## config.mk

```make
export PLATFORM = sky130hd
export DESIGN_NAME = amc7823_spi_master
export DESIGN_NICKNAME = d
export VERILOG_FILES = /design/src/rtl/amc7823_spi_master_pkg.sv /design/src/rtl/amc7823_spi_master_half_tick.sv /design/src/rtl/amc7823_spi_master.sv
export SDC_FILE = /design/constraint.sdc
export NUM_CORES = 1
export LEC_CHECK = 0
export BUFFER_PORTS_ARGS = -buffer_cell sky130_fd_sc_hd__clkbuf_2
export CAP_MARGIN = 10
export CORE_MARGIN = 1.5
export CORE_UTILIZATION = 63
export CTS_BUF_LIST = sky130_fd_sc_hd__clkbuf_8
export DETAILED_ROUTE_END_ITERATION = 10
export PLACE_DENSITY = 0.87
export SLEW_MARGIN = 20
export SYNTH_ARGS = -nofsm -noshare
export SYNTH_HDL_FRONTEND = slang
export SYNTH_HIERARCHICAL = 1
export SYNTH_SLANG_ARGS = --single-unit
```

## constraint.sdc

```tcl
create_clock -name clk -period 7.75 [get_ports clk]
set_clock_uncertainty 0.05 [all_clocks]
set_input_delay 0.775 -clock clk [delete_from_list [all_inputs] [get_ports clk]]
set_output_delay 0.775 -clock clk [all_outputs]
set_load 0.03 [all_outputs]
```

## src/rtl/amc7823_spi_master_pkg.sv

```systemverilog
// Shared definitions for the AMC7823 SPI initiator: frame layout, command
// word fields and the transaction state encoding.
package amc7823_spi_master_pkg;

    localparam int FRAME_BITS     = 32;
    localparam int RW_BIT         = 15;
    localparam int PAGE_MSB       = 13;
    localparam int PAGE_LSB       = 12;
    localparam int START_ADDR_MSB = 11;
    localparam int START_ADDR_LSB = 6;
    localparam int END_ADDR_MSB   = 5;
    localparam int END_ADDR_LSB   = 0;
    localparam int PAGE_DATA      = 0;
    localparam int PAGE_CTRL      = 1;

    typedef enum logic [2:0] {
        ST_IDLE,
        ST_LOAD,
        ST_SETUP,
        ST_SHIFT,
        ST_HOLD,
        ST_GAP
    } state_t;

endpackage

```

## src/rtl/amc7823_spi_master_half_tick.sv

```systemverilog
// Down-counter that fires once every TSCKHALF clk cycles; it is held at its
// reload value while the initiator is idle so the first tick is a full H away.
module amc7823_spi_master_half_tick #(
    parameter int TSCKHALF = 4
) (
    input  logic clk,
    input  logic rst,
    input  logic clear,
    output logic tick
);

    logic [7:0] count;

    always_ff @(posedge clk) begin
        if (rst || clear) begin
            count <= 8'(TSCKHALF - 1);
        end else if (count == 8'd0) begin
            count <= 8'(TSCKHALF - 1);
        end else begin
            count <= count - 8'd1;
        end
    end

    assign tick = (count == 8'd0) && !clear;

endmodule

```

## src/rtl/amc7823_spi_master.sv

```systemverilog
// SPI mode-0 initiator for the AMC7823: shifts {cmd,wdata} out MSB-first and
// returns the last 16 bits captured from miso; ss, sclk and mosi are registered.
module amc7823_spi_master
    import amc7823_spi_master_pkg::*;
#(
    parameter int TSCKHALF   = 4,
    parameter int GAP_HALVES = 2
) (
    input  logic        clk,
    input  logic        rst,
    input  logic        start,
    input  logic [15:0] cmd,
    input  logic [15:0] wdata,
    output logic        busy,
    output logic        done,
    output logic [15:0] rdata,
    output logic        ss,
    output logic        sclk,
    output logic        mosi,
    input  logic        miso
);

    state_t      state;
    state_t      next_state;
    logic        tick;
    logic        clear_tick;
    logic [31:0] tx;
    logic [15:0] rx;
    logic [5:0]  bitcnt;

    logic accept;
    logic begin_frame;
    logic sclk_rise;
    logic sclk_fall;
    logic last_fall;
    logic hold_end;
    logic gap_tick;
    logic gap_end;

    amc7823_spi_master_half_tick #(
        .TSCKHALF(TSCKHALF)
    ) u_half_tick (
        .clk  (clk),
        .rst  (rst),
        .clear(clear_tick),
        .tick (tick)
    );

    always_ff @(posedge clk) begin
        if (rst) begin
            state <= ST_IDLE;
        end else begin
            state <= next_state;
        end
    end

    always_comb begin
        next_state = state;
        case (state)
            ST_IDLE:  if (start)     next_state = ST_LOAD;
            ST_LOAD:                 next_state = ST_SETUP;
            ST_SETUP: if (tick)      next_state = ST_SHIFT;
            ST_SHIFT: if (last_fall) next_state = ST_HOLD;
            ST_HOLD:  if (hold_end)  next_state = ST_GAP;
            ST_GAP:   if (gap_end)   next_state = ST_IDLE;
            default:                 next_state = ST_IDLE;
        endcase
    end

    always_comb begin
        clear_tick  = (state == ST_IDLE) || (state == ST_LOAD);
        accept      = (state == ST_IDLE) && start;
        begin_frame = (state == ST_LOAD);
        sclk_rise   = tick && ((state == ST_SETUP) || ((state == ST_SHIFT) && !sclk));
        sclk_fall   = tick && (state == ST_SHIFT) && sclk;
        last_fall   = sclk_fall && (bitcnt == 6'(FRAME_BITS - 1));
        hold_end    = tick && (state == ST_HOLD);
        gap_tick    = tick && (state == ST_GAP);
        gap_end     = gap_tick && (bitcnt == 6'(GAP_HALVES - 1));
    end

    // rx keeps only the newest 16 bits, so the command-phase echo falls off the top.
    always_ff @(posedge clk) begin
        if (rst) begin
            tx     <= '0;
            rx     <= '0;
            bitcnt <= '0;
            busy   <= 1'b0;
            done   <= 1'b0;
            rdata  <= '0;
            ss     <= 1'b1;
            sclk   <= 1'b0;
            mosi   <= 1'b0;
        end else begin
            done <= gap_end;
            if (accept) begin
                tx     <= {cmd, wdata};
                rx     <= '0;
                bitcnt <= '0;
                busy   <= 1'b1;
            end
            if (begin_frame) begin
                ss   <= 1'b0;
                mosi <= tx[31];
            end
            if (sclk_rise) begin
                sclk <= 1'b1;
            end
            if (sclk_fall) begin
                sclk   <= 1'b0;
                rx     <= {rx[14:0], miso};
                bitcnt <= bitcnt + 6'd1;
                if (!last_fall) begin
                    tx   <= {tx[30:0], 1'b0};
                    mosi <= tx[30];
                end
            end
            if (hold_end) begin
                ss     <= 1'b1;
                rdata  <= rx;
                bitcnt <= '0;
            end
            if (gap_tick) begin
                bitcnt <= bitcnt + 6'd1;
            end
            if (gap_end) begin
                busy <= 1'b0;
            end
        end
    end

endmodule

```

==> flow_summary.yaml, run 1 <==
detailed_routing:
  vias: 3245
  drt_wl_total_um: 7560
  dr.pass1.iters: 5
  topRoutingLayerUsed: "met4"
  vias_per_cell: 5.79
  ant_nets: 0
  drc_errors: 0
  wl_met2_um: 3540
  wl_met1_um: 3520
  wire_per_inst_um: 13.5
  wl_met3_um: 327
  drt_iter0_markers: 238
synthesis:
  synth_edf_count: 0
  synth_xor_area_share_pct: 0.487
  synth_mux_area_share_pct: 0.592
  syn_inst: 446
  synth_fp_nets: 485
  ys.warnings.count: 6
  yosys.area.top_type: "dfxtp_1"
  yosys.cell_types.count: 44
  synth-seq-area-share_pct: 47.9
  synth_top_family_by_area: "simple AND/OR/NAND/NOR gates"
  synth_top_area_share_pct: 47.9
  synthAdderAreaFrac_pct: 1.04
  synth_compound_area_share_pct: 19.0
  syn_area_per_cell_um2: 8.06
  synth_simple_gate_area_share_pct: 26.0
  ys_ff_latch: 86
  synth.most_common_cell: "nand2_1"
  synth.area.top_cells: "dfxtp_1 (48%), nand2_1 (12%), a311oi_1 (7.8%)"
  syn_area_mm2: 0.00359
  ys.flop_type: "dfxtp_1"
  synthArstFlopShare_pct: 0
  ys_top_cells_by_count: "nand2_1 (119), dfxtp_1 (86), nor2_1 (42)"
clocking:
  clk_latency_ns: 0.35
  holdBufCountCts: 0
  cts_setup_buffers: 0
  cts.sinks: 86
  cts_buffers: 9
  clkTransAtPathRegs_ns: 0.08
  cts-root-to-sink-buffers: 2
  h-tree-depth: 3
  cts_tree: "done"
  cts_resized: 0
  clockRootBuffer: "clkbuf_8"
power_and_ir_drop:
  p_leak_nw: 1.55
  power_density_mw_per_mm2: 217
  worst_ir_drop_vdd_v: 0.000139
cells_and_area:
  fin_util_pct: 74.3
  diodes: 0
  layout-drive-gt1-share_pct: 17.4
  nNetsFinal: 522
  area.growth.synth_to_final_pct: 13.8
global_route:
  grt_pass1_wl_um: 12700
  grt_pass1_vias: 2797
  grt_max_degree: 78
  antenna_found_initial: 0
  grt_overflow: 0
  grt_usage_pct: 25.7
place:
  port_buffers: 56
  place.gp.congestion: 0.867
  hpwlAfterDp_um: 4600
hold_path:
  hp-class: "flip-flop to flip-flop"
  min_delay_path_depth: 1
setup_path:
  crit_arrival_ns: 3.24
  end_kind: "flip-flop"
  reg2regPathDepth: 6
  crit_fanout: 10
  cp.required_ns: 7.97
  start_kind: "flip-flop"
  critical_path_class: "flip-flop to flip-flop"
die:
  start_util_pct: 65.3
  die_area_mm2: 0.00617
  rows: 27
  io_pins: 57
  core_mm2: 0.00551
  die_h_um: 78.5
  die_w_um: 78.5
sta:
  setup-violations-final: 0
  grt_setup_unrepaired: "false"
  final_max_slew_viol_count: 0
  worst_pin_slew_ns: 1.10
  hold_viol_final: 0
  layout_min_cycle_time_ns: 3.01
  slew_headroom_pct: 26.4
  max_freq_mhz: 332
  fin_setup_tns_ns: 0
  timing.final.crit_share_pct: 38.9
  timing.hold.ws_ns: 0.349
job:
  cap_violations: 0
outcome:
  outcome: "completed"
per-stage QoR:
step / area, µm² / total power, mW / cells / setup WS [ns]
final: 4090 / 0.888 / 560 / 4.74
after global routing: 4090 / 0.923 / 560 / 4.49
after CTS: 4080 / 0.892 / 560 / 4.41
after detailed placement: 3850 / 0.544 / 544 / 4.43
after global placement: 3850 / 0.542 / 544 / 4.55
after floorplan: 3590 / 0.523 / 446 / 5.18
final timing paths:
path | startpoint | endpoint | slack [ns]
setup / recovery | u_half_tick/count[3] | bitcnt[5] | 4.74
setup reg to reg | u_half_tick/count[3] | bitcnt[5] | 4.74
hold / removal | u_half_tick/count[0] | u_half_tick/count[0] | 0.35
hold reg to reg | u_half_tick/count[0] | u_half_tick/count[0] | 0.35
metal layers:
layer	vias up	global-route usage, %
met1	1492	34.9
met5	-	0
li1	1620	-
met4	0	13.6
met2	114	39.0
met3	19	4.42
cells in the final DEF, fill, tap and decap left out, types with 3 or more instances in the layout:
master and count:
nand3_1 20, a311oi_1 32, o31ai_1 4, a21oi_1 40, clkinv_4 3, a21boi_0 3
o21ai_0 9, inv_1 8, or3_1 4, clkbuf_8 9, buf_4 4, dfxtp_1 86
or4_1 3, clkbuf_2 56, nand3b_1 3, nand2b_1 4, nor3_1 6, ha_1 3
nand2_1 119, nor2_1 42
where the power goes:
part / internal (mW) / switching, mW / total [mW]
Combinational: 0.0260 / 0.0417 / 0.0677
Clock: 0.185 / 0.167 / 0.353
Sequential: 0.457 / 0.0107 / 0.467
area by class of cell:
type	instances	area, µm²
inverter	8	30.0
clock buffer	9	124
clock inverter	7	104
fill	410	1420
tap	72	90.1
multi-input combinational	318	1710
timing repair buffer	60	310
sequential	86	1720
critical path, stage by stage, from the launching register on:
cell and delay [ns]:
dfxtp_1 0.38, or4_1 0.64, nor4_2 0.54, and4_1 0.44, a221oi_2 0.18, or4_1 0.55, a21boi_1 0.16
state kept, by name, indices dropped and copies added, names as in the netlist:
signal and flops:
bitcnt 6, ss 1, sclk 1, tx 32, rx 16, state 3, busy 1, mosi 1
u_half_tick/count 8, rdata 16, done 1
logic make-up after synthesis:
kind of cell,Yosys count
and+or+nand+nor,212
AOI/OAI and AO/OA,99
DFF,86
adders and majority gates,3
xor gates and xnor gates,2
muxes,2
buffers and inverters,42
No activity file was read; power rests on OpenSTA's default activity.
==> run 2, diff against run 1 <==
ABC_AREA = 1   (was unset)
CORE_UTILIZATION = 59   (was 63)
PLACE_DENSITY = 0.82   (was 0.87)
clock period = 3 ns   (was 7.75 ns; I/O delays follow)
==> flow_summary.yaml, run 2 <==
sta:
  setup-violations-final: 0
  final_max_slew_viol_count: 0
  slew_headroom_pct: 45.6
  max_freq_mhz: 382
  layout_min_cycle_time_ns: 2.62
  hold_viol_final: 0
  timing.final.crit_share_pct: 87.3
  fin_setup_tns_ns: 0
  worst_pin_slew_ns: 0.815
  grt_setup_unrepaired: "false"
power_and_ir_drop:
  power.share.clock_pct: 31.6
  worst_ir_drop_vdd_v: 0.000492
  p_comb_share_pct: 20.8
  power_mw: 2.88
  p_int_mw: 1.95
  power_density_mw_per_mm2: 647
  swShare_pct: 32.5
  p_leak_nw: 2.00
  seqPwrFrac_pct: 47.6
  p_sw_uw: 937
setup_path:
  crit_arrival_ns: 2.81
  reg2reg_from: "u_half_tick/count[0]"
  cp.required_ns: 3.19
  cp_top_family: "simple AND/OR/NAND/NOR gates"
  crit_path_start: "u_half_tick/count[0]"
  crit_chain: "inv_1 > ha_1 > nand3_1 > nor4_1 > nand2_1 > inv_1 > nand2_4 > a21oi_4 > inv_2 > o21ai_1 > nor2_1"
  critical_path_class: "flip-flop to flip-flop"
  cp_common_cell: "inv_1"
  cpPeakStageDelay_ns: 0.38
  start_kind: "flip-flop"
  crit_fanout: 31
  slowest_stage: "nor4_1"
  worst-path-buf-inv: 3
  end_kind: "flip-flop"
detailed_routing:
  vias: 3582
  drc_errors: 5
  dr.pass1.iters: 8
  drt_wl_total_um: 7680
  drt_iter0_markers: 186
  wire_per_inst_um: 11.3
  vias_per_cell: 5.26
  ant_nets: 0
clocking:
  clk_latency_ns: 0.35
  clkTransAtPathRegs_ns: 0.08
  cts_buffers: 9
  cts_resized: 0
  cts-root-to-sink-buffers: 2
  holdBufCountCts: 0
  cts.sinks: 86
  h-tree-depth: 3
  cts_setup_buffers: 0
  clockRootBuffer: "clkbuf_8"
  cts_tree: "done"
die:
  die_w_um: 85.5
  die_h_um: 85.5
  core_mm2: 0.00646
  start_util_pct: 62.1
  io_pins: 57
  die_area_mm2: 0.00731
  rows: 29
place:
  port_buffers: 56
  placed_area_mm2: 0.00423
  hpwlAfterDp_um: 5090
  placed_cells: 665
  place.gp.congestion: 0.938
outcome:
  outcome: "complete, but fails checks"
  violations: "DRC"
synthesis:
  synthArstFlopShare_pct: 0
  ys_ff_latch: 86
  synth.most_common_cell: "nand2_1"
  ys.warnings.count: 6
  syn_inst: 558
  yosys.area.top_type: "dfxtp_1"
  synth_fp_nets: 597
  yosys.cell_types.count: 30
  syn_area_per_cell_um2: 7.19
  synth.area.top_cells: "dfxtp_1 (43%), nand2_1 (9.6%), o21ai_0 (7.0%)"
  synth_top_area_share_pct: 42.9
  ys.flop_type: "dfxtp_1"
  synth_edf_count: 0
  ys_top_cells_by_count: "nand2_1 (103), dfxtp_1 (86), inv_1 (59)"
  syn_area_mm2: 0.00401
  synth-seq-area-share_pct: 42.9
cells_and_area:
  diodes: 0
  layout_common_cells: "nand2_1 (103), dfxtp_1 (86), inv_1 (59)"
  layout_commonest_cell: "nand2_1"
  final_cells: 681
  fin_util_pct: 69.0
  area.growth.synth_to_final_pct: 11.0
  largest_reg_flops: 32
  regMostFlops: "tx"
  reg.largest.list: "tx (32), rdata (16), rx (16)"
  post-route-cell-area_mm2: 0.00446
  layout-drive-gt1-share_pct: 20.9
  nNetsFinal: 638
job:
  cap_violations: 0
global_route:
  grt_max_degree: 83
  grt_usage_pct: 22.7
  antenna_found_initial: 0
  grt_overflow: 0
  grt_pass1_wl_um: 13600
  grt_pass1_vias: 3198
hold_path:
  min_from: "miso"
  hp-class: "input pin to flip-flop"
-- run 2: cell types whose count changed after synthesis, sizes merged, moves of 8 or more --
cell / before / now
o21ai: 9 / 72
inv: 8 / 63
nor2: 42 / 91
a311oi: 32 / 0
nand3: 20 / 49
nand2: 119 / 106
clkbuf: 22 / 10
buf: 12 / 20
-- run 2: cell families after synthesis --
group,Yosys count,synth area share [%]
buffers and inverters,93,10.8
flip-flops,86,42.9
AO/OA/AOI/OAI,119,15.6
AND/OR/NAND/NOR,254,29.2
XOR/XNOR,3,0.655
adder cells (fa/ha/maj),3,0.936
-- run 2: routing by layer --
layer | up-vias | routed length (µm) | track usage, %
met5 | - | 0 | 0
met4 | 0 | 163 | 8.94
met3 | 17 | 371 | 3.70
met2 | 108 | 3560 | 38.7
met1 | 1592 | 3580 | 28.7
li1 | 1865 | - | -
-- run 2: worst paths after layout --
kind / end / slack (ns) / cells past startpoint
max: tx[31] / 0.38 / 11
min: rx[0] / 0.16 / 3
max reg2reg: tx[31] / 0.38 / 11
min reg2reg: rdata[0] / 0.41 / 2
-- run 2: power groups by stage --
| stage | combinational, mW | sequential (mW) | clock (mW) |
|---|---|---|---|
| floorplan | 0.490 | 1.40 | 0 |
| global placement | 0.579 | 1.39 | 0 |
| detailed placement | 0.597 | 1.40 | 0 |
| CTS | 0.603 | 1.37 | 0.926 |
| global route | 0.698 | 1.39 | 0.971 |
| finish | 0.600 | 1.37 | 0.912 |
-- run 2: tightest hold or removal path, stage by stage --
cell and delay (ns):
clkbuf_2 0.09, nand2_1 0.06, a21oi_1 0.06
-- run 2: cell type report --
| type | instances | area (µm²) |
|---|---|---|
| clock buffers | 9 | 124 |
| well taps | 77 | 96.3 |
| inverters | 63 | 236 |
| fillers | 568 | 2000 |
| flip-flops and latches | 86 | 1720 |
| multi-input cells | 379 | 1860 |
| repair buffers | 60 | 310 |
| clock inverters | 7 | 103 |
-- run 2: metrics by stage --
step	hold WS (ns)	worst slack, ns
final	0.165	0.381
after CTS	0.153	0.371
after global routing	0.169	0.120
after detailed placement	0.405	0.390
after floorplan	0.392	0.953
after global placement	0.399	0.495
